[config.mk]
export PLATFORM = sky130hd
export DESIGN_NAME = pipeline_hazard_ctrl_flat
export DESIGN_NICKNAME = d
export VERILOG_FILES = /design/src/rtl/pipeline_hazard_ctrl_if.sv /design/src/rtl/pipeline_hazard_ctrl.sv /design/src/flat_wrapper.sv
export SDC_FILE = /design/constraint.sdc
export NUM_CORES = 1
export LEC_CHECK = 0
export BUFFER_PORTS_ARGS = -buffer_cell sky130_fd_sc_hd__buf_4
export CAP_MARGIN = 20
export CORE_MARGIN = 10
export CORE_UTILIZATION = 39
export CTS_CLUSTER_DIAMETER = 200
export DETAILED_ROUTE_END_ITERATION = 7
export PLACE_DENSITY = 0.68
export RECOVER_POWER = 100
export SYNTH_ARGS = -nofsm -noshare
export SYNTH_HDL_FRONTEND = slang
export SYNTH_SLANG_ARGS = --single-unit
export TNS_END_PERCENT = 30
[constraint.sdc]
create_clock -name clk -period 4 [get_ports clk]
set_input_delay 0.6 -clock clk [delete_from_list [all_inputs] [get_ports clk]]
set_output_delay 0.6 -clock clk [all_outputs]
set_load 0.1 [all_outputs]
[src/rtl/pipeline_hazard_ctrl_if.sv]
// ---------------------------------------------------------------------------
// pipeline_hazard_ctrl_if
//
// Purpose: bundles every datapath-facing signal of the pipeline stall/flush
// controller so the datapath and the controller connect through one port.
//
// Signal summary
//   Datapath -> controller (inputs of the controller)
//     id_src1, id_src2 [3:0]  source registers of the instruction in ID
//     id_two_src              id_src2 is a real operand
//     id_valid                ID holds a real instruction
//     exe_wb_en, exe_mem_r_en ID/EX register outputs (writes back / is a load)
//     exe_wb_dest [3:0]       ID/EX destination register
//     mem_wb_en               EX/MEM register output
//     mem_wb_dest [3:0]       EX/MEM destination register
//     branch_taken            EX resolved a taken branch this cycle
//     mem_req                 MEM stage is issuing a data access
//     mem_ready               data memory completes the access this cycle
//   Controller -> datapath (outputs of the controller)
//     pc_freeze, ifid_freeze  hold PC and the IF/ID register
//     idex_bubble             load zero control bits into ID/EX
//     ifid_flush, idex_flush  clear the register at the next edge
//     pipe_stall              hold every stage register, PC included
//     mem_err                 sticky data-memory timeout flag
//     stall_cnt, flush_cnt    saturating 16-bit event counters
//
// Modports
//   master : datapath side (drives stage-register fields, consumes controls)
//   slave  : hazard controller side
// ---------------------------------------------------------------------------
interface pipeline_hazard_ctrl_if;
  logic [3:0]  id_src1;
  logic [3:0]  id_src2;
  logic        id_two_src;
  logic        id_valid;
  logic        exe_wb_en;
  logic        exe_mem_r_en;
  logic [3:0]  exe_wb_dest;
  logic        mem_wb_en;
  logic [3:0]  mem_wb_dest;
  logic        branch_taken;
  logic        mem_req;
  logic        mem_ready;

  logic        pc_freeze;
  logic        ifid_freeze;
  logic        idex_bubble;
  logic        ifid_flush;
  logic        idex_flush;
  logic        pipe_stall;
  logic        mem_err;
  logic [15:0] stall_cnt;
  logic [15:0] flush_cnt;

  modport master (
    output id_src1, id_src2, id_two_src, id_valid,
    output exe_wb_en, exe_mem_r_en, exe_wb_dest,
    output mem_wb_en, mem_wb_dest,
    output branch_taken, mem_req, mem_ready,
    input  pc_freeze, ifid_freeze, idex_bubble, ifid_flush, idex_flush,
    input  pipe_stall, mem_err, stall_cnt, flush_cnt
  );

  modport slave (
    input  id_src1, id_src2, id_two_src, id_valid,
    input  exe_wb_en, exe_mem_r_en, exe_wb_dest,
    input  mem_wb_en, mem_wb_dest,
    input  branch_taken, mem_req, mem_ready,
    output pc_freeze, ifid_freeze, idex_bubble, ifid_flush, idex_flush,
    output pipe_stall, mem_err, stall_cnt, flush_cnt
  );
endinterface

[src/rtl/pipeline_hazard_ctrl.sv]
// ---------------------------------------------------------------------------
// pipeline_hazard_ctrl
//
// Purpose: central stall/flush controller for the 5-stage pipeline. Detects
// read-after-write hazards against the instructions in EX and MEM, inserts
// bubbles into ID/EX, squashes the two wrong-path instructions behind a taken
// branch, and freezes the whole pipe while a data-memory access is pending
// (with a timeout that raises a sticky error). Also counts stall and flush
// cycles in saturating 16-bit counters.
//
// Parameters
//   FORWARD_EN  1: forwarding present, only load-use hazards stall
//               0: stall on any RAW match in EX or MEM
//   MEM_TIMEOUT maximum memory-wait length in cycles (2..255)
//
// Ports
//   clk  clock
//   rst  asynchronous, active-high reset
//   hif  datapath bundle (slave side), see pipeline_hazard_ctrl_if
// ---------------------------------------------------------------------------
module pipeline_hazard_ctrl #(
  parameter bit          FORWARD_EN  = 1'b1,
  parameter int unsigned MEM_TIMEOUT = 64
) (
  input  logic                  clk,
  input  logic                  rst,
  pipeline_hazard_ctrl_if.slave hif
);

  typedef enum logic [0:0] {
    RUN      = 1'b0,
    MEM_WAIT = 1'b1
  } state_t;

  // wait_cnt value in the last permitted MEM_WAIT cycle. Entry cycle (RUN)
  // plus MEM_TIMEOUT-1 MEM_WAIT cycles gives MEM_TIMEOUT stalled cycles.
  localparam logic [7:0] WAIT_LAST = 8'(MEM_TIMEOUT - 1);

  // -------------------------------------------------------------------------
  // State
  // -------------------------------------------------------------------------
  state_t      state_q,      state_d;
  logic [7:0]  wait_cnt_q,   wait_cnt_d;
  logic        flush_pend_q, flush_pend_d;
  logic        mem_err_q,    mem_err_d;
  logic [15:0] stall_cnt_q,  stall_cnt_d;
  logic [15:0] flush_cnt_q,  flush_cnt_d;

  // Unmasked control decisions (masked by rst at the outputs)
  logic pipe_stall;
  logic flush_now;
  logic pc_freeze;
  logic idex_bubble;

  // -------------------------------------------------------------------------
  // Data hazard detection, one comparator pair per source operand
  // -------------------------------------------------------------------------
  logic [1:0][3:0] src;
  logic [1:0]      src_used;
  logic [1:0]      src_hz;
  logic            hz;

  assign src[0]      = hif.id_src1;
  assign src[1]      = hif.id_src2;
  assign src_used[0] = 1'b1;
  assign src_used[1] = hif.id_two_src;

  generate
    for (genvar gi = 0; gi < 2; gi++) begin : g_src
      logic exe_match;
      logic mem_match;

      assign exe_match = hif.exe_wb_en && (src[gi] == hif.exe_wb_dest);
      assign mem_match = hif.mem_wb_en && (src[gi] == hif.mem_wb_dest);

      // With forwarding only a load in EX cannot be bypassed in time; without
      // it any pending write in EX or MEM must complete first.
      assign src_hz[gi] = src_used[gi] &&
                          ((exe_match && (hif.exe_mem_r_en || !FORWARD_EN)) ||
                           (mem_match && !FORWARD_EN));
    end
  endgenerate

  assign hz = hif.id_valid && (|src_hz);

  // -------------------------------------------------------------------------
  // Next-state and control decode
  // -------------------------------------------------------------------------
  always_comb begin
    state_d      = state_q;
    wait_cnt_d   = wait_cnt_q;
    flush_pend_d = flush_pend_q;
    mem_err_d    = mem_err_q;
    stall_cnt_d  = stall_cnt_q;
    flush_cnt_d  = flush_cnt_q;
    pipe_stall   = 1'b0;
    flush_now    = 1'b0;
    pc_freeze    = 1'b0;
    idex_bubble  = 1'b0;

    case (state_q)
      RUN: begin
        // The first cycle of a slow access is already a stall cycle.
        if (hif.mem_req && !hif.mem_ready) begin
          pipe_stall = 1'b1;
          state_d    = MEM_WAIT;
          wait_cnt_d = 8'd0;
        end
      end
      MEM_WAIT: begin
        wait_cnt_d = wait_cnt_q + 8'd1;
        if (hif.mem_ready) begin
          state_d = RUN;
        end else if (wait_cnt_q == WAIT_LAST) begin
          // Give up: release the pipe this cycle and remember the failure.
          state_d   = RUN;
          mem_err_d = 1'b1;
        end else begin
          pipe_stall = 1'b1;
        end
      end
      default: state_d = RUN;
    endcase

    // Memory stall dominates; a branch resolved while frozen is parked in
    // flush_pend and issued in the first cycle the pipe moves again.
    if (pipe_stall) begin
      pc_freeze = 1'b1;
      if (hif.branch_taken) begin
        flush_pend_d = 1'b1;
      end
    end else begin
      flush_pend_d = 1'b0;
      if (hif.branch_taken || flush_pend_q) begin
        // The instruction in ID is wrong-path, so its hazard is irrelevant.
        flush_now = 1'b1;
      end else if (hz) begin
        pc_freeze   = 1'b1;
        idex_bubble = 1'b1;
      end
    end

    if (pc_freeze && (stall_cnt_q != 16'hFFFF)) begin
      stall_cnt_d = stall_cnt_q + 16'd1;
    end
    if (flush_now && (flush_cnt_q != 16'hFFFF)) begin
      flush_cnt_d = flush_cnt_q + 16'd1;
    end
  end

  // -------------------------------------------------------------------------
  // Registers
  // -------------------------------------------------------------------------
  always_ff @(posedge clk or posedge rst) begin
    if (rst) begin
      state_q      <= RUN;
      wait_cnt_q   <= 8'd0;
      flush_pend_q <= 1'b0;
      mem_err_q    <= 1'b0;
      stall_cnt_q  <= 16'd0;
      flush_cnt_q  <= 16'd0;
    end else begin
      state_q      <= state_d;
      wait_cnt_q   <= wait_cnt_d;
      flush_pend_q <= flush_pend_d;
      mem_err_q    <= mem_err_d;
      stall_cnt_q  <= stall_cnt_d;
      flush_cnt_q  <= flush_cnt_d;
    end
  end

  // -------------------------------------------------------------------------
  // Outputs: combinational controls are forced low while rst is asserted so
  // the datapath sees a quiet controller regardless of its own inputs.
  // -------------------------------------------------------------------------
  assign hif.pipe_stall  = !rst && pipe_stall;
  assign hif.pc_freeze   = !rst && pc_freeze;
  assign hif.ifid_freeze = !rst && pc_freeze;
  assign hif.idex_bubble = !rst && idex_bubble;
  assign hif.ifid_flush  = !rst && flush_now;
  assign hif.idex_flush  = !rst && flush_now;
  assign hif.mem_err     = mem_err_q;
  assign hif.stall_cnt   = stall_cnt_q;
  assign hif.flush_cnt   = flush_cnt_q;

endmodule

[src/flat_wrapper.sv]
// flat-port wrapper written by rule: the top's interface ports become plain ports
module pipeline_hazard_ctrl_flat 
#(
  parameter bit          FORWARD_EN  = 1'b1,
  parameter int unsigned MEM_TIMEOUT = 64
)
  (clk, rst, hif_id_src1, hif_id_src2, hif_id_two_src, hif_id_valid, hif_exe_wb_en, hif_exe_mem_r_en, hif_exe_wb_dest, hif_mem_wb_en, hif_mem_wb_dest, hif_branch_taken, hif_mem_req, hif_mem_ready, hif_pc_freeze, hif_ifid_freeze, hif_idex_bubble, hif_ifid_flush, hif_idex_flush, hif_pipe_stall, hif_mem_err, hif_stall_cnt, hif_flush_cnt);
  pipeline_hazard_ctrl_if hif_i ();
  input  logic clk;
  input  logic rst;
  input wire logic [$bits(hif_i.id_src1)-1:0] hif_id_src1;
  input wire logic [$bits(hif_i.id_src2)-1:0] hif_id_src2;
  input wire logic [$bits(hif_i.id_two_src)-1:0] hif_id_two_src;
  input wire logic [$bits(hif_i.id_valid)-1:0] hif_id_valid;
  input wire logic [$bits(hif_i.exe_wb_en)-1:0] hif_exe_wb_en;
  input wire logic [$bits(hif_i.exe_mem_r_en)-1:0] hif_exe_mem_r_en;
  input wire logic [$bits(hif_i.exe_wb_dest)-1:0] hif_exe_wb_dest;
  input wire logic [$bits(hif_i.mem_wb_en)-1:0] hif_mem_wb_en;
  input wire logic [$bits(hif_i.mem_wb_dest)-1:0] hif_mem_wb_dest;
  input wire logic [$bits(hif_i.branch_taken)-1:0] hif_branch_taken;
  input wire logic [$bits(hif_i.mem_req)-1:0] hif_mem_req;
  input wire logic [$bits(hif_i.mem_ready)-1:0] hif_mem_ready;
  output wire logic [$bits(hif_i.pc_freeze)-1:0] hif_pc_freeze;
  output wire logic [$bits(hif_i.ifid_freeze)-1:0] hif_ifid_freeze;
  output wire logic [$bits(hif_i.idex_bubble)-1:0] hif_idex_bubble;
  output wire logic [$bits(hif_i.ifid_flush)-1:0] hif_ifid_flush;
  output wire logic [$bits(hif_i.idex_flush)-1:0] hif_idex_flush;
  output wire logic [$bits(hif_i.pipe_stall)-1:0] hif_pipe_stall;
  output wire logic [$bits(hif_i.mem_err)-1:0] hif_mem_err;
  output wire logic [$bits(hif_i.stall_cnt)-1:0] hif_stall_cnt;
  output wire logic [$bits(hif_i.flush_cnt)-1:0] hif_flush_cnt;
  assign hif_i.id_src1 = hif_id_src1;
  assign hif_i.id_src2 = hif_id_src2;
  assign hif_i.id_two_src = hif_id_two_src;
  assign hif_i.id_valid = hif_id_valid;
  assign hif_i.exe_wb_en = hif_exe_wb_en;
  assign hif_i.exe_mem_r_en = hif_exe_mem_r_en;
  assign hif_i.exe_wb_dest = hif_exe_wb_dest;
  assign hif_i.mem_wb_en = hif_mem_wb_en;
  assign hif_i.mem_wb_dest = hif_mem_wb_dest;
  assign hif_i.branch_taken = hif_branch_taken;
  assign hif_i.mem_req = hif_mem_req;
  assign hif_i.mem_ready = hif_mem_ready;
  assign hif_pc_freeze = hif_i.pc_freeze;
  assign hif_ifid_freeze = hif_i.ifid_freeze;
  assign hif_idex_bubble = hif_i.idex_bubble;
  assign hif_ifid_flush = hif_i.ifid_flush;
  assign hif_idex_flush = hif_i.idex_flush;
  assign hif_pipe_stall = hif_i.pipe_stall;
  assign hif_mem_err = hif_i.mem_err;
  assign hif_stall_cnt = hif_i.stall_cnt;
  assign hif_flush_cnt = hif_i.flush_cnt;
  pipeline_hazard_ctrl #(.FORWARD_EN(FORWARD_EN), .MEM_TIMEOUT(MEM_TIMEOUT)) u_core (.clk(clk), .rst(rst), .hif(hif_i));
endmodule
# After elaboration in Yosys (flattened, before gate mapping)
# Cells that the tools add are included.
# word_totals
register_bits	43
in_bits	26
out_inout_bits	39
# op_classes
addsub	3
n_eq_ne	7
n_mux	14
n_bitwise	2
n_reduce_logical	18
# op_table
operator	n
adder 16 x 1 -> 16 bit, second input constant	2
inequality test 16 bit, second input constant	2
case mux 8 bit (2 select lines)	1
logical AND 1 bit	13
2-to-1 mux 1 bit	11
adder 8 x 1 -> 8 bit, second input constant	1
equality test 4 bit	2
equality test 8 x 6 -> 1 bit, second input constant	1
2-to-1 mux 8 bit	1
AND reduction 3 bit	1
logical NOT 1 bit	2
inequality test 2 x 1 -> 1 bit, second input constant	1
inequality test 2 bit, second input constant	1
NOT 1 bit	2
case mux 1 bit (2 select lines)	1
OR reduction 2 bit	1
logical OR 1 bit	1

# Depth between registers and ports, before layout
# logic_depth
ltp_word	10
depth_mapped	9
mapped_depth_nobuf	8

# Worst setup path after synthesis
# Ideal clock, no wire load.
# synth_path
path_type	in2out
start	input hif_mem_ready
end	output hif_ifid_flush
arrival_ns	3.728
required_time_ns	3.400
setup_slack_ns	-0.328
path_stages	6
n_path_buf	1
cell_sequence	nand2b_4 -> or2_1 -> and2_4 -> inv_4 -> nor3_1 -> buf_4
# synth_via
elab_chain_len	6
# synth_rtl
element	line_no	source
from (decl)	flat_wrapper.sv:22	input wire logic [$bits(hif_i.mem_ready)-1:0] hif_mem_ready;
logical NOT 1 bit	pipeline_hazard_ctrl.sv:104	if (hif.mem_req && !hif.mem_ready) begin
logical AND 1 bit	pipeline_hazard_ctrl.sv:104	
2-to-1 mux 1 bit	pipeline_hazard_ctrl.sv:104	
case mux 1 bit (2 select lines) (*)	pipeline_hazard_ctrl.sv:101	case (state_q)
2-to-1 mux 1 bit (*)	pipeline_hazard_ctrl.sv:127	if (pipe_stall) begin
logical AND 1 bit (*)	n/a	
to (decl)	flat_wrapper.sv:26	output wire logic [$bits(hif_i.ifid_flush)-1:0] hif_ifid_flush;
# Every way passes the cells marked *; elsewhere a longest branch is shown, timed or not.

# Worst setup path in the final report
# layout_path
start	register u_core.wait_cnt_q[0]
end	output hif_ifid_freeze
# layout_via
elab_chain_len	6
# layout_rtl
element	line_no	source
from (decl)	pipeline_hazard_ctrl.sv:43	logic [7:0] wait_cnt_q, wait_cnt_d;
from (signal assigned)	pipeline_hazard_ctrl.sv:164	wait_cnt_q <= wait_cnt_d;
equality test 8 x 6 -> 1 bit	pipeline_hazard_ctrl.sv:114	end else if (wait_cnt_q == WAIT_LAST) begin
2-to-1 mux 1 bit	pipeline_hazard_ctrl.sv:114	
2-to-1 mux 1 bit	pipeline_hazard_ctrl.sv:112	if (hif.mem_ready) begin
case mux 1 bit (2 select lines)	pipeline_hazard_ctrl.sv:101	
2-to-1 mux 1 bit	pipeline_hazard_ctrl.sv:127	
logical AND 1 bit	pipeline_hazard_ctrl.sv:178	assign hif.ifid_freeze = !rst && pc_freeze;
to (decl)	flat_wrapper.sv:24	output wire logic [$bits(hif_i.ifid_freeze)-1:0] hif_ifid_freeze;
# No other way between the ends.

==> impl_metrics.csv <==
group,metric,value,unit
status,status,"finished with violations",
status,violations,"max-capacitance violations, max-slew violations",
sta,rsz0062_at_grt,"false",
sta,tightest_slew,2310,ps
power_and_ir_drop,p_leak,1.22,nW
setup_path,criticalPathCategory,"reg -> out",
setup_path,cp-start-kind,"register",
floorplan,die_y,97.2,µm
drt,avgRoutedWirePerCell,14.3,µm
global_routing,antenna_found_initial,0,
layout,diodes,0,
placed_design,io_buffers,59,
setup_path,setup.worst_path.start,"u_core.wait_cnt_q[0]",
global_routing,grt_pass1_wl,8.66,mm
yosys,synth_seq_cells,43,
global_routing,grt_start_max_net_pins,44,
global_routing,grt_pass1_vias,1780,
layout,multi_input_area,0.00113,mm²
layout,area_growth,18.6,%
sta,drv_slew,44,
setup_path,critPathRequiredTime,3400,ps
drt,ant_nets,0,
clocking,cts_resized,0,
clocking,cts-buffers-inserted,5,
clocking,clock_path_buffers,2,
yosys,yosys-top-cells-count,"dfrtp_1, nand2_1, xor2_1",
drt,vias,1751,
setup_path,critPathCaptureType,"output port",
drt,viasPerCell,5.02,
yosys,synth_top_cell_by_area,"dfrtp_1",
setup_path,crit_fanout,16,
power_and_ir_drop,power_density,671,mW/mm²
yosys,synth-async-reset-ratio,100,%
sta,hold_slack,467,ps
sta,fin_crit_sh,76.6,%
layout,final_cells,349,
yosys,ys_seq_area_share,46.3,%
yosys,syn_area,0.00232,mm²
worst_hold_path,worstHoldPathType,"reg -> reg",
global_routing,gr-total-overflow,0,
clocking,cts_setup_buffers,0,
yosys,synth.most_common_cell,"dfrtp_1",
floorplan,fp.dieArea,0.00944,mm²
sta,slew_headroom,-54.2,%
placed_design,globalplace.congestion,0.813,
setup_path,reg2reg_from,"u_core.wait_cnt_q[0]",
yosys,yosys_warnings,0,
yosys,yosys-top-cells-area,"dfrtp_1, xor2_1, xnor2_1",
floorplan,die_x,97.2,µm
yosys,syn_area_per_cell,11.1,µm²
clocking,clk_pin_slew,80,ps
drt,drtIter0Drc,88,
sta,fin_crit,3070,ps
clocking,clock_latency,300,ps
sta,max_freq,326,MHz
sta,fin_skew,8.86,ps
run,drv_cap,1,
sta,setup_viol,0,
sta,hold_viol_final,0,
placed_design,dp_hpwl,3.79,mm
yosys,synth_fp_nets,239,
drt,first_pass_iters,4,
yosys,synthDistinctLibCells,44,
layout,layout-drive-gt1-share,18.2,%
clocking,cts_tree,"yes",
setup_path,critPathArrivalTime,2470,ps
floorplan,rows,28,
yosys,synth_top_area_share,46.3,%
yosys,syn_inst,210,
drt,drt_wl_total,5.00,mm
yosys,synth-main-ff-cell,"dfrtp_1",
clocking,hold_buffers,0,
global_routing,gr-usage-all-layers,10.9,%
clocking,cts_sinks,43,
floorplan,io_pins,65,
power_and_ir_drop,max-vdd-ir-drop,525,µV
placed_design,place_inst,341,
floorplan,initial_core_util,39.7,%
layout,nets,302,
sta,fin_setup_tns,0,ps
layout,fill_cells,563,
clocking,h-tree-depth,2,
yosys,synth-edff-count,0,
layout,seq_area,0.00108,mm²
drt,drc_errors,0,
worst_hold_path,hold_start,"u_core.hif.mem_err",
floorplan,core,0.00585,mm²
clocking,clock-root-buffer,"clkbuf_8",
## per-layer routing
metal  vias up  track usage [%]  wire length [µm]
met5         -                0                 0
met4         0             5.11                87
met3         6             3.41               243
met2        45             18.3              2430
met1       838             12.3              2240
li1        862                -                 -
## worst max-delay path, stage by stage, from the launching register on
cell        delay [ps]
dfrtp_1            400
ha_1               220
nand3_1            100
o21ai_0            170
and2_0             240
clkinvlp_2         270
a21oi_1            180
buf_4              260
nor2_1              90
buf_4              240
## sequential cells by signal, summed over array words and instances (netlist names)
register / count
u_core.hif.flush_cnt: 16
u_core.hif.stall_cnt: 16
u_core.wait_cnt_q: 8
u_core.flush_pend_q: 1
u_core.hif.mem_err: 1
u_core.state_q: 1
## stage by stage
stage	worst slack (ps)	instance area [µm²]	utilization, %	power (mW)
2_1_floorplan	98.6	2330	-	1.38
3_3_place_gp	1270	2840	48.5	1.58
3_5_place_dp	1260	2840	48.5	1.59
4_1_cts	1250	2950	50.5	1.95
5_1_grt	616	2760	47.1	1.95
6_report	934	2760	47.1	1.85
## cells in the final DEF (no fill, tap or decap), types with 2 or more instances in the layout
cell type and n:
clkbuf_2 2, xnor2_1 13, clkbuf_8 6, o21ai_0 6, nor3_1 10, nor2_1 8
nor4_4 3, o31ai_1 2, nor3b_1 3, buf_4 23, and4_1 3, and3_1 4
mux2i_1 3, ha_1 3, nor2b_1 3, mux2_2 8, nor4_1 3, nand2_1 24
a21oi_1 2, clkbuf_1 36, nand4_1 7, dfrtp_1 43, nand2b_1 4, xor2_1 19
nand3_1 15, inv_1 4
## logic make-up after synthesis
group	share of synthesized area (%)
flip-flops	46.3
XOR/XNOR	12.1
buffers and inverters	2.75
adder cells (fa/ha/maj)	1.62
AND/OR/NAND/NOR	27.6
multiplexers	5.17
AO/OA/AOI/OAI	4.42
## report_power, final
part	switching (mW)	leakage (nW)	internal, mW	total, mW
combinational	0.719	0.601	0.139	0.858
clock	0.150	0.0612	0.202	0.352
sequential	0.113	0.555	0.524	0.637
total	0.982	1.22	0.865	1.85
## cell type report
cell class	count	area share, %
sequential	43	39.1
clock buffer	6	3.00
timing repair buffer	61	11.5
clock inverter	2	1.27
multi-input combinational	157	41.0
inverter	5	0.727
tap	75	3.41
## worst paths after layout
check / depth (start not counted) / slack, ps / to
worst max-delay path: 9 / 930 / hif_ifid_freeze
worst min-delay path: 2 / 470 / u_core.hif.mem_err
worst max register to register: 8 / 1260 / u_core.hif.flush_cnt[12]
worst min register to register: 2 / 470 / u_core.hif.mem_err
max in group asynchronous: 3 / 1450 / u_core.hif.stall_cnt[3]
min in group asynchronous: 3 / 1230 / u_core.wait_cnt_q[7]
Note: power is estimated with default switching activity, not from simulation.
